### config.mk
export PLATFORM = sky130hd
export DESIGN_NAME = uart_apb_arbiter
export DESIGN_NICKNAME = d
export VERILOG_FILES = /design/src/rtl/uart_apb_arbiter.sv
export SDC_FILE = /design/constraint.sdc
export NUM_CORES = 1
export LEC_CHECK = 0
export CAP_MARGIN = 20
export CELL_PAD_IN_SITES_DETAIL_PLACEMENT = 1
export CELL_PAD_IN_SITES_GLOBAL_PLACEMENT = 1
export CORE_MARGIN = 4
export CORE_UTILIZATION = 32
export CTS_BUF_LIST = sky130_fd_sc_hd__clkbuf_8
export DETAILED_ROUTE_END_ITERATION = 8
export PLACE_DENSITY_LB_ADDON = 0.1
export SLEW_MARGIN = 20
export SYNTH_ARGS = -nofsm -noshare
export SYNTH_HDL_FRONTEND = slang
export SYNTH_SLANG_ARGS = --single-unit
### constraint.sdc
create_clock -name pClk -period 4.6 [get_ports pClk]
set_input_delay 0.92 -clock pClk [delete_from_list [all_inputs] [get_ports pClk]]
set_output_delay 0.92 -clock pClk [all_outputs]
set_load 0.02 [all_outputs]
### src/rtl/uart_apb_arbiter.sv
`default_nettype none
// ============================================================================
// Module   : uart_apb_arbiter
// Purpose  : Two-requester APB master sharing the UART register block's single
//            APB port between requester 0 (CPU) and requester 1 (DMA/TX feeder).
//            Requests arrive over valid/ready and are arbitrated round-robin
//            (RR_EN=1) or with requester 0 at fixed priority (RR_EN=0). Each
//            grant runs one APB SETUP + ACCESS pair; completion is reported as
//            a one-cycle rvalid pulse to the winner, with read data.
// Ports    : pClk, pReset (async, active low)
//            reqN_valid/write/addr/wdata  -> request from requester N
//            reqN_ready                   <- request accepted this cycle
//            reqN_rvalid/rdata            <- completion pulse and read data
//            pSel/pEnable/pWrite/pAddr/pWdata -> APB master outputs
//            pReadData                    <- APB read data
//            pReady (UART_APB_PREADY_EN only) <- APB wait-state input
// Options  : `define UART_APB_PREADY_EN adds pReady; ACCESS then stretches
//            until pReady=1. Without it ACCESS is always one cycle.
// Revision : 1.0 - initial release
// ============================================================================
module uart_apb_arbiter #(
    parameter int ADDR_W = 32,
    parameter int DATA_W = 32,
    parameter int RR_EN  = 1
) (
    input  logic              pClk,
    input  logic              pReset,
    input  logic              req0_valid,
    input  logic              req0_write,
    input  logic [ADDR_W-1:0] req0_addr,
    input  logic [DATA_W-1:0] req0_wdata,
    output logic              req0_ready,
    output logic              req0_rvalid,
    output logic [DATA_W-1:0] req0_rdata,
    input  logic              req1_valid,
    input  logic              req1_write,
    input  logic [ADDR_W-1:0] req1_addr,
    input  logic [DATA_W-1:0] req1_wdata,
    output logic              req1_ready,
    output logic              req1_rvalid,
    output logic [DATA_W-1:0] req1_rdata,
    output logic              pSel,
    output logic              pEnable,
    output logic              pWrite,
    output logic [ADDR_W-1:0] pAddr,
    output logic [DATA_W-1:0] pWdata,
    input  logic [DATA_W-1:0] pReadData
`ifdef UART_APB_PREADY_EN
    ,
    input  logic              pReady
`endif
);

    localparam logic [1:0] c_ST_IDLE   = 2'd0;
    localparam logic [1:0] c_ST_SETUP  = 2'd1;
    localparam logic [1:0] c_ST_ACCESS = 2'd2;

    logic [1:0]        r_state;
    logic [1:0]        w_nextState;
    logic              w_pReady;
    logic              w_accessDone;
    logic              w_grant;
    logic              w_winner;     // 0 = requester 0, 1 = requester 1
    logic              r_lastGrant;
    logic              r_owner;
    logic              r_write;
    logic [ADDR_W-1:0] r_addr;
    logic [DATA_W-1:0] r_wdata;
    logic              r_rvalid0;
    logic              r_rvalid1;
    logic [DATA_W-1:0] r_rdata0;
    logic [DATA_W-1:0] r_rdata1;

`ifdef UART_APB_PREADY_EN
    assign w_pReady = pReady;
`else
    assign w_pReady = 1'b1;
`endif

    assign w_accessDone = (r_state == c_ST_ACCESS) && w_pReady;

    generate
        if (RR_EN != 0) begin : g_roundRobin
            // On a tie the requester that did not win last time goes next.
            assign w_winner = (req0_valid && req1_valid) ? ~r_lastGrant : req1_valid;
        end else begin : g_fixedPriority
            assign w_winner = ~req0_valid;
        end
    endgenerate

    // Grant only at an arbitration point; gating with pReset keeps ready low
    // while reset is held even though ready is combinational.
    assign w_grant = pReset && (req0_valid || req1_valid) &&
                     ((r_state == c_ST_IDLE) || w_accessDone);

    always_ff @(posedge pClk or negedge pReset) begin
        if (!pReset) r_state <= c_ST_IDLE;
        else         r_state <= w_nextState;
    end

    always_comb begin
        w_nextState = r_state;
        pSel        = 1'b0;
        pEnable     = 1'b0;
        req0_ready  = w_grant && !w_winner;
        req1_ready  = w_grant &&  w_winner;
        case (r_state)
            c_ST_IDLE: begin
                if (w_grant) w_nextState = c_ST_SETUP;
            end
            c_ST_SETUP: begin
                pSel        = 1'b1;
                w_nextState = c_ST_ACCESS;
            end
            c_ST_ACCESS: begin
                pSel    = 1'b1;
                pEnable = 1'b1;
                if (w_pReady) w_nextState = w_grant ? c_ST_SETUP : c_ST_IDLE;
            end
            default: w_nextState = c_ST_IDLE;
        endcase
    end

    // Request capture and completion. Completion uses the owner of the
    // finishing transfer, which may differ from a grant made on the same edge.
    always_ff @(posedge pClk or negedge pReset) begin
        if (!pReset) begin
            r_lastGrant <= 1'b1;
            r_owner     <= 1'b0;
            r_write     <= 1'b0;
            r_addr      <= '0;
            r_wdata     <= '0;
            r_rvalid0   <= 1'b0;
            r_rvalid1   <= 1'b0;
            r_rdata0    <= '0;
            r_rdata1    <= '0;
        end else begin
            r_rvalid0 <= w_accessDone && !r_owner;
            r_rvalid1 <= w_accessDone &&  r_owner;
            if (w_accessDone && !r_owner) r_rdata0 <= r_write ? '0 : pReadData;
            if (w_accessDone &&  r_owner) r_rdata1 <= r_write ? '0 : pReadData;
            if (w_grant) begin
                r_lastGrant <= w_winner;
                r_owner     <= w_winner;
                r_write     <= w_winner ? req1_write : req0_write;
                r_addr      <= w_winner ? req1_addr  : req0_addr;
                r_wdata     <= w_winner ? req1_wdata : req0_wdata;
            end
        end
    end

    assign pWrite      = r_write;
    assign pAddr       = r_addr;
    assign pWdata      = r_wdata;
    assign req0_rvalid = r_rvalid0;
    assign req1_rvalid = r_rvalid1;
    assign req0_rdata  = r_rdata0;
    assign req1_rdata  = r_rdata1;

endmodule
`default_nettype wire

==> results.md, run 1 <==
* Status: completed
* Logic pwr share at 51.6%
* Dominant cells by area after synthesis: dfrtp_1 (60%), a221o_1 (12%), and2_1 (7.3%)
* Via Count at 4984
* Min Tclk post-route at 3261 ps
* Synth warn at 0
* Clock root cell: clkbuf_8
* Global-route wire length before repair at 31.89 mm
* Clock transition at path regs at 70 ps
* Final setup vio count at 0
* Synth cell types at 20
* Slew Limit Fails at 0
* Layout fillers at 1775
* Min-Delay Path Class: reg -> reg
* Final Skew at 12.15 ps
* Area Growth Syn to Fin at 63.57%
* Antenna violations before repair at 1
* Htree depth at 4
* Yosys reg bits at 135
* Setup TNS at 0 ps
* Maximum vdd ir drop at 0.2655 mV
* Die Width at 139.8 µm
* Tcrit/Tclk final at 70.89%
* Kind of end point of the critical path: output port
* Post-Syn Area at 0.005557 mm²
* Die height at 139.8 µm
* Layout Nets at 943
* Pre-antenna DRT Iters at 4
* CTS tree: yes
* CTS max path bufs at 2
* Largest net degree at the start of global routing at 74
* Yosys top cell by area: dfrtp_1
* Rel. slew slack at 37.89%
* Max Clk Rate at 306.7 MHz
* Sw frac at 38.97%
* Clk Latency, worst-skew pair at 430 ps
* CP Class: in -> out
* Sequential Power Share at 33.3%
* CTS resizes at 0
* RSZ-0062 raised after global routing: no
* Buffers on Ports at 300
* Num CTS Buffers at 17
* Post-route DRC at 0
* Cell-internal power at 3.700 mW
* Power density cells at 667.1 mW/mm²
* Row cnt at 47
* I/O pin count at 301
* Drt wl/cell at 20.05 µm
* Clk pwr share at 15.1%
* Worst-Margin Slew at 931.7 ps
* Most common cell after layout, fill and taps aside: clkdlybuf4s50_1
* DP Wirelength at 14.75 mm
* Top-area cell type share of the netlist area at 60.35%
* Setup Buffers After CTS at 0
* Clk sinks at 135
* Critical-path maximum fanout at 4
* Die area at 0.01954 mm²
* Hold buffers post-CTS at 0
* Startpoint types: input pin
* Most frequent cells in the layout: clkdlybuf4s50_1 (299), dfrtp_1 (134), nand2_1 (66), o21ai_0 (66)
* Core area at 0.01682 mm²
* Syn Nets at 657
* GRT Total Usage at 20.75%
* Vias per Instance at 4.954
* Register area share after synthesis at 60.82%
* Switching power at 2.363 mW
* Data arrival time of the worst path at 2340 ps
* Antenna Nets Post-Route at 0
* Vias in the first global route at 5664
* Final WL at 20.17 mm
* GP Congestion at 0.8432
* Util after Layout at 54.04%
* Post-Syn Instances at 487
* Final hold vios at 0
* Gr ovfl total at 0
* Syn_area_per_cell at 11.41 µm²
* Layout cells sized above 1 at 5.732%
* Iter 0 DRT Violations at 182
* Starting Density at 33.04%
* Max cap viols at 0
* Leakage at 3.891 nW
* CP Data Required Time at 3680 ps
==> critical path, cell delays in order <==
cell	delay (ps)
clkdlybuf4s50_1	500
nand2b_1	120
and3_4	190
clkdlybuf4s50_1	610
==> final timing paths <==
kind                       slack (ps)                        from  cells after the start                         end
setup / recovery                 1340                  req1_valid                      4                  req0_ready
hold reg to reg                   480  req0_rdata[23]$_DFFE_PN0P_                      2  req0_rdata[23]$_DFFE_PN0P_
hold / removal                    480  req0_rdata[23]$_DFFE_PN0P_                      2  req0_rdata[23]$_DFFE_PN0P_
max in group asynchronous        2420                      pReset                      3          pWrite$_DFFE_PN0P_
min in group asynchronous         710                      pReset                      2      pWdata[25]$_DFFE_PN0P_
setup reg to reg                 2310      r_state[0]$_DFFE_PN0P_                      6       pAddr[20]$_DFFE_PN0P_
==> power groups by stage <==
stage | sequential [mW] | clock, mW | combinational [mW]
after CTS | 2.02 | 0.954 | 3.18
after global routing | 2.10 | 1.01 | 3.36
after global placement | 2.00 | 0 | 3.10
after floorplan | 2.63 | 0 | 0.948
after detailed placement | 2.03 | 0 | 3.17
final | 2.02 | 0.917 | 3.13
==> synthesized netlist by cell type (all sizes together) <==
| library cell | number |
|---|---|
| nand2b | 34 |
| clkbuf | 26 |
| a21o | 2 |
| and3 | 2 |
| o21a | 1 |
| o221ai | 1 |
| and2 | 65 |
| nand3 | 1 |
| nand2 | 67 |
| buf | 13 |
| ha | 4 |
| mux2 | 1 |
| dfstp | 1 |
| dfrtp | 134 |
| o21ai | 66 |
| a221o | 65 |
| inv | 4 |
==> flip-flops by register name (all words and copies together), names as in the netlist <==
name	flops
pAddr	32
pWdata	32
req0_rdata	32
req1_rdata	32
r_state	2
pWrite	1
r_lastGrant	1
r_owner	1
req0_rvalid	1
req1_rvalid	1
==> logic make-up after synthesis <==
group	after synthesis	share of synthesized area [%]
and+or+nand+nor	169	16.08
AOI/OAI and AO/OA	135	18.33
DFF	135	60.82
buffers and inverters	43	3.670
adders and majority gates	4	0.9007
muxes	1	0.2026
==> layer usage <==
layer | wire, µm | up-vias | track usage [%]
li1 | - | 2278 | -
met1 | 7867 | 2473 | 23.54
met2 | 10250 | 206 | 36.11
met3 | 1662 | 27 | 7.787
met4 | 393 | 0 | 6.782
met5 | 0 | - | 0
==> metrics by stage <==
stage	total power [mW]	instance area (µm²)	instances	hold WS, ps	worst slack, ps
6_report	6.063	9089	1006	479.6	1339
5_1_grt	6.467	9089	1006	516.8	1225
4_1_cts	6.158	9076	1005	486.8	1339
3_5_place_dp	5.196	8710	974	469.6	1339
3_3_place_gp	5.103	8710	974	460.8	1374
2_1_floorplan	3.583	5557	487	463.6	2075
==> cell type report <==
cell class,count,area (µm²),area share (%)
clock buffer,19,261.5,2.877
antenna,1,2.502,0.02753
clock inverter,12,105.1,1.156
sequential,135,3379,37.18
multi-input combinational,309,2001,22.01
timing repair buffer,306,3049,33.55
inverter,4,15.01,0.1652
tap,220,275.3,3.029
(Power assumes the default switching activity.)
==> inputs of run 2 (changes only) <==
--- a/config.mk
+++ b/config.mk
@@ -9,7 +9,7 @@
 export CELL_PAD_IN_SITES_DETAIL_PLACEMENT = 1
 export CELL_PAD_IN_SITES_GLOBAL_PLACEMENT = 1
 export CORE_MARGIN = 4
-export CORE_UTILIZATION = 32
+export CORE_UTILIZATION = 30
 export CTS_BUF_LIST = sky130_fd_sc_hd__clkbuf_8
 export DETAILED_ROUTE_END_ITERATION = 8
 export PLACE_DENSITY_LB_ADDON = 0.1
==> constraint.sdc (replaced) <==
create_clock -name pClk -period 3.21 [get_ports pClk]
set_input_delay 0.642 -clock pClk [delete_from_list [all_inputs] [get_ports pClk]]
set_output_delay 0.642 -clock pClk [all_outputs]
set_load 0.02 [all_outputs]
==> run 2 against run 1 <==
  * Final cell count rose by 0.99%
  * Clock-buffer cell count rose by 3
  * Total power rose by 46%
  * Sequential power rose by 43%
==> results.md, run 2 (synthesis results as in run 1) <==
* Status: completed (unchanged)
* Most frequent cells in the layout: clkdlybuf4s50_1 (299), dfrtp_1 (134), nand2_1 (66), o21ai_0 (66) (unchanged)
* Die height at 144.1 µm (was 139.8 µm)
* Hold buffers post-CTS at 0 (unchanged)
* N_diodes at 0 (was 1)
* Via Count at 5012 (was 4984)
* Clock transition at path regs at 70 ps (about the same)
* Critical-path maximum fanout at 5 (was 4)
* Maximum vdd ir drop at 0.3571 mV (was 0.2655 mV)
* I/O pin count at 301 (unchanged)
* Global-route wire length before repair at 31.41 mm (was 31.89 mm)
* Die area at 0.02076 mm² (was 0.01954 mm²)
* Die Width at 144.1 µm (was 139.8 µm)
* Kind of end point of the critical path: output port (unchanged)
* Antenna violations before repair at 0 (was 1)
* Startpoint types: flop (was input pin)
* Reg area at 0.003379 mm² (unchanged)
* CTS max path bufs at 2 (unchanged)
* DP Wirelength at 14.86 mm (was 14.75 mm)
* Layout cells sized above 1 at 5.845% (was 5.732%)
* Post-route DRC at 0 (unchanged)
* Gr ovfl total at 0 (unchanged)
* Drt wl/cell at 20.11 µm (was 20.05 µm)
* GP Congestion at 0.8105 (was 0.8432)
* Area Growth Syn to Fin at 64.96% (was 63.57%)
* Rel. slew slack at 47.61% (was 37.89%)
* Most common cell after layout, fill and taps aside: clkdlybuf4s50_1 (unchanged)
* Clk Latency, worst-skew pair at 430 ps (about the same)
* Setup TNS at 0 ps (unchanged)
* Final setup vio count at 0 (unchanged)
* Data arrival time of the worst path at 2270 ps (was 2340 ps)
* Max cap viols at 0 (unchanged)
* Met3 Usage GRT at 7.804% (was 7.787%)
* Antenna Nets Post-Route at 0 (unchanged)
* Tcrit/Tclk final at 90.73%
* Layout Nets at 945 (was 943)
* CP Class: reg -> out (was in -> out)
* Final WL at 20.43 mm (was 20.17 mm)
* Min-Delay Path Class: in -> async (was reg -> reg)
* Clock root cell: clkbuf_8 (unchanged)
* Multi-input gate area at 0.001996 mm² (was 0.002001 mm²)
* Pre-antenna DRT Iters at 4 (unchanged)
* GRT Total Usage at 19.69% (was 20.75%)
* CP Data Required Time at 2570 ps (was 3680 ps)
* Clk sinks at 135 (unchanged)
* Min Tclk post-route at 2912 ps
* CTS tree: yes (unchanged)
* Num CTS Buffers at 17 (unchanged)
* Setup Buffers After CTS at 0 (unchanged)
* Vias in the first global route at 5600 (was 5664)
* Row cnt at 49 (was 47)
* Util after Layout at 50.68% (was 54.04%)
* Final hold vios at 0 (unchanged)
* Buffers on Ports at 300 (unchanged)
* Core area at 0.01809 mm² (was 0.01682 mm²)
* CTS resizes at 0 (unchanged)
* Htree depth at 4 (unchanged)
* GR Util met2 at 32.39% (was 36.11%)
* Worst-Margin Slew at 785.8 ps (was 931.7 ps)
* Iter 0 DRT Violations at 169 (was 182)
* Slew Limit Fails at 0 (unchanged)
* Met1 global-route usage at 23.26% (was 23.54%)
* Leakage at 3.938 nW (was 3.891 nW)
* Vias per Instance at 4.933 (was 4.954)
* RSZ-0062 raised after global routing: no (unchanged)
* Power density cells at 963.6 mW/mm² (was 667.1 mW/mm²)
* Max Clk Rate at 343.4 MHz
* Layout fillers at 1988 (was 1775)
* Final Skew at 9.762 ps (was 12.15 ps)
* Largest net degree at the start of global routing at 81 (was 74)
* GRT busiest layer: met2 (unchanged)
* Starting Density at 30.72% (was 33.04%)
## run 2: path summary, 6_finish.rpt
| kind | from | cells after the start | slack [ps] | endpoint |
|---|---|---|---|---|
| max in group asynchronous | pReset | 3 | 1630 | req1_rdata[19]$_DFFE_PN0P_ |
| setup / recovery | r_state[0]$_DFFE_PN0P_ | 5 | 300 | req1_ready |
| min in group pClk | req0_rdata[10]$_DFFE_PN0P_ | 2 | 480 | req0_rdata[10]$_DFFE_PN0P_ |
| hold reg to reg | req0_rdata[10]$_DFFE_PN0P_ | 2 | 480 | req0_rdata[10]$_DFFE_PN0P_ |
| hold / removal | pReset | 2 | 390 | pWdata[10]$_DFFE_PN0P_ |
| setup reg to reg | r_state[0]$_DFFE_PN0P_ | 6 | 1030 | pWdata[1]$_DFFE_PN0P_ |
## run 2: final cells by class
class / count / share of cell area (%)
sequential: 135 / 36.87
timing repair buffer: 308 / 33.69
multi-input combinational: 309 / 21.77
clock buffer: 22 / 3.303
tap: 229 / 3.126
clock inverter: 9 / 1.078
inverter: 4 / 0.1638
## run 2: per-layer routing
metal	wire length, µm	vias to the layer above
li1	-	2287
met1	7975	2467
met2	10010	224
met3	1881	34
met4	557	0
met5	0	-
## run 2: report_power, final
group	internal (mW)	switching, mW
Combinational	2.21	2.30
Clock	0.782	0.649
Sequential	2.47	0.421
## run 2: critical path, cell delays in order (launching register included)
cell and delay [ps]:
dfrtp_1 410, inv_1 90, ha_1 340, o21a_1 170, and3_2 180, clkdlybuf4s50_1 650
## run 2: per-stage QoR
stage / cells / hold slack [ps] / setup slack, ps / power [mW] / instance area, µm²
floorplan: 487 / 346.4 / 1025 / 5.135 / 5557
global placement: 984 / 463.2 / 468.0 / 7.326 / 8728
detailed placement: 985 / 472.0 / 448.3 / 7.479 / 8756
CTS: 1016 / 383.9 / 261.1 / 8.972 / 9158
global route: 1016 / 428.0 / 170.8 / 9.413 / 9166
finish: 1016 / 387.5 / 297.7 / 8.833 / 9166
==> inputs of run 3 (changes only) <==
--- a/config.mk
+++ b/config.mk
@@ -5,14 +5,13 @@
 export SDC_FILE = /design/constraint.sdc
 export NUM_CORES = 1
 export LEC_CHECK = 0
-export CAP_MARGIN = 20
 export CELL_PAD_IN_SITES_DETAIL_PLACEMENT = 1
 export CELL_PAD_IN_SITES_GLOBAL_PLACEMENT = 1
 export CORE_MARGIN = 4
 export CORE_UTILIZATION = 30
 export CTS_BUF_LIST = sky130_fd_sc_hd__clkbuf_8
 export DETAILED_ROUTE_END_ITERATION = 8
-export PLACE_DENSITY_LB_ADDON = 0.1
+export PLACE_DENSITY_LB_ADDON = 0.25
 export SLEW_MARGIN = 20
 export SYNTH_ARGS = -nofsm -noshare
 export SYNTH_HDL_FRONTEND = slang
==> run 3 against run 2 <==
  * Maximum frequency decreased by 0.69%
  * Sequential power about the same
  * Die area unchanged
  * Final cell count down 0.20%
  * Critical endpoint unchanged
==> results.md, run 3 (synthesis results as in run 1) <==
* Buffers on Ports at 300 (unchanged)
* Num CTS Buffers at 17 (unchanged)
* Iter 0 DRT Violations at 255 (was 169)
* Via Count at 4998 (was 5012)
* Critical R2R Capture: pAddr[27]$_DFFE_PN0P_ (was pWdata[1]$_DFFE_PN0P_)
* Row cnt at 49 (unchanged)
* Die area at 0.02076 mm² (unchanged)
* Power density cells at 964.4 mW/mm² (was 963.6 mW/mm²)
* Kind of end point of the critical path: output port (unchanged)
* Final setup vio count at 0 (unchanged)
* Hold buffers post-CTS at 0 (unchanged)
* Clk pwr share at 16.0% (was 16.2%)
* Startpoint types: flop (unchanged)
* Most frequent cells in the layout: clkdlybuf4s50_1 (299), dfrtp_1 (134), nand2_1 (66), o21ai_0 (66) (unchanged)
* Rel. slew slack at 41.44% (was 47.61%)
* Layout Cells excl Fill at 1014 (was 1016)
* CTS max path bufs at 2 (unchanged)
* Largest net degree at the start of global routing at 72 (was 81)
* Logic pwr share at 51.0% (about the same)
* Status: completed (unchanged)
* Die height at 144.1 µm (unchanged)
* Final Skew at 12.75 ps (was 9.762 ps)
* GRT Total Usage at 19.47% (was 19.69%)
* Post-route DRC at 0 (unchanged)
* Htree depth at 4 (unchanged)
* DP Wirelength at 14.88 mm (was 14.86 mm)
* CP Data Required Time at 2570 ps (about the same)
* I/O pin count at 301 (unchanged)
* Data arrival time of the worst path at 2290 ps (was 2270 ps)
* Most common cell after layout, fill and taps aside: clkdlybuf4s50_1 (unchanged)
* Tcrit/Tclk final at 91.36% (was 90.73%)
* Layout cells sized above 1 at 5.605% (was 5.845%)
* Final hold vios at 0 (unchanged)
* Switching power at 3.397 mW (was 3.370 mW)
* CTS resizes at 0 (unchanged)
* Starting Density at 30.72% (unchanged)
* Clk Latency, worst-skew pair at 430 ps (about the same)
* Antenna Nets Post-Route at 0 (unchanged)
* Min-Delay Path Class: in -> async (unchanged)
* R2r setup slk at 960 ps (was 1030 ps)
* Die Width at 144.1 µm (unchanged)
* Sequential Power Share at 33.0% (was 32.8%)
* Clock transition at path regs at 70 ps (about the same)
* Worst-Margin Slew at 878.5 ps (was 785.8 ps)
* Final WL at 20.29 mm (was 20.43 mm)
* GP Congestion at 0.7849 (was 0.8105)
* Setup TNS at 0 ps (unchanged)
* CTS tree: yes (unchanged)
* Slew Limit Fails at 0 (unchanged)
* Drt wl/cell at 20.01 µm (was 20.11 µm)
* Sw frac at 38.58% (was 38.15%)
* R2R depth at 6 (unchanged)
* Layout fillers at 1954 (was 1988)
* N_diodes at 0 (unchanged)
* Pre-antenna DRT Iters at 4 (unchanged)
* Clock root cell: clkbuf_8 (unchanged)
* CP Class: reg -> out (unchanged)
* Clk sinks at 135 (unchanged)
* CP startpoint: r_state[0]$_DFFE_PN0P_ (unchanged)
* Gr ovfl total at 0 (unchanged)
* Max cap viols at 0 (unchanged)
* Critical-path maximum fanout at 5 (unchanged)
* Vias in the first global route at 5610 (was 5600)
* Leakage at 3.910 nW (was 3.938 nW)
* Antenna violations before repair at 0 (unchanged)
* End of the critical path: req1_ready (unchanged)
* Tot Pwr at 8.806 mW (was 8.833 mW)
* Max Clk Rate at 341.0 MHz (was 343.4 MHz)
* Min Tclk post-route at 2933 ps (was 2912 ps)
* Core area at 0.01809 mm² (unchanged)
* Cell-internal power at 5.409 mW (was 5.463 mW)
* Maximum vdd ir drop at 0.4079 mV (was 0.3571 mV)
* Dpl cells at 983 (was 985)
* RSZ-0062 raised after global routing: no (unchanged)
* Vias per Instance at 4.929 (was 4.933)
* Global-route wire length before repair at 31.20 mm (was 31.41 mm)
* Area Growth Syn to Fin at 64.33% (was 64.96%)
* Worst r2r src: r_state[0]$_DFFE_PN0P_ (unchanged)
* Setup Buffers After CTS at 0 (unchanged)
* Layout Nets at 943 (was 945)
[run 3: changes by cell type in the layout (fill, tap and decap cells not counted), sizes merged]
cell / before / now
clkinvlp: 2 / 4
clkinv: 4 / 3
inv: 5 / 6
buf: 9 / 7
clkbuf: 22 / 20
[run 3: worst min path at each step]
stage | from | endpoint | slack [ps] | depth (start not counted)
2_1_floorplan | pReset | pAddr[0]$_DFFE_PN0P_ | 350 | 0
3_3_place_gp | req1_rdata[1]$_DFFE_PN0P_ | req1_rdata[1]$_DFFE_PN0P_ | 460 | 2
3_5_place_dp | req1_rdata[16]$_DFFE_PN0P_ | req1_rdata[16]$_DFFE_PN0P_ | 470 | 2
4_1_cts | pReset | pWdata[23]$_DFFE_PN0P_ | 440 | 2
5_1_grt | pReset | req0_rdata[26]$_DFFE_PN0P_ | 470 | 2
6_report | pReset | req0_rdata[26]$_DFFE_PN0P_ | 420 | 2
[run 3: power by group through the flow]
stage	sequential, mW	clock (mW)	combinational (mW)
final	2.91	1.41	4.49
after global routing	3.01	1.54	4.82
after CTS	2.92	1.47	4.55
after detailed placement	2.92	0	4.54
after global placement	2.88	0	4.40
after floorplan	3.78	0	1.36
[run 3: routing by layer]
| metal | track usage (%) | share of wire (%) | up-vias |
|---|---|---|---|
| met5 | 0 | 0 | - |
| met4 | 7.185 | 2.1 | 0 |
| met3 | 7.937 | 9.7 | 24 |
| met2 | 32.07 | 49 | 212 |
| met1 | 22.90 | 39 | 2478 |
| li1 | - | - | 2284 |
[run 3: worst max-delay path: stages (launching register included)]
cell             delay [ps]
dfrtp_1                 420
inv_1                   110
ha_1                    380
o21a_1                  180
and3_2                  180
clkdlybuf4s50_1         600
[run 3: area by class of cell]
| type | count | area [µm²] | share of cell area, % |
|---|---|---|---|
| Clock inverter | 11 | 125.1 | 1.370 |
| Multi-Input combinational cell | 309 | 2001 | 21.91 |
| Clock buffer | 20 | 275.3 | 3.015 |
| Inverter | 4 | 15.01 | 0.1644 |
| Timing Repair Buffer | 306 | 3049 | 33.39 |
| Sequential cell | 135 | 3379 | 37.01 |
| Tap cell | 229 | 286.5 | 3.138 |
[run 3: stage by stage]
step                      area (µm²)  utilization [%]  setup slack, ps  hold WS (ps)
after CTS                       9121            50.43            278.9         437.8
after detailed placement        8721            48.22            539.7         470.4
final                           9131            50.49            277.5         422.5
after floorplan                 5557                -             1025         346.4
after global placement          8721            48.22            538.1         462.1
after global routing            9131            50.49            132.6         466.0
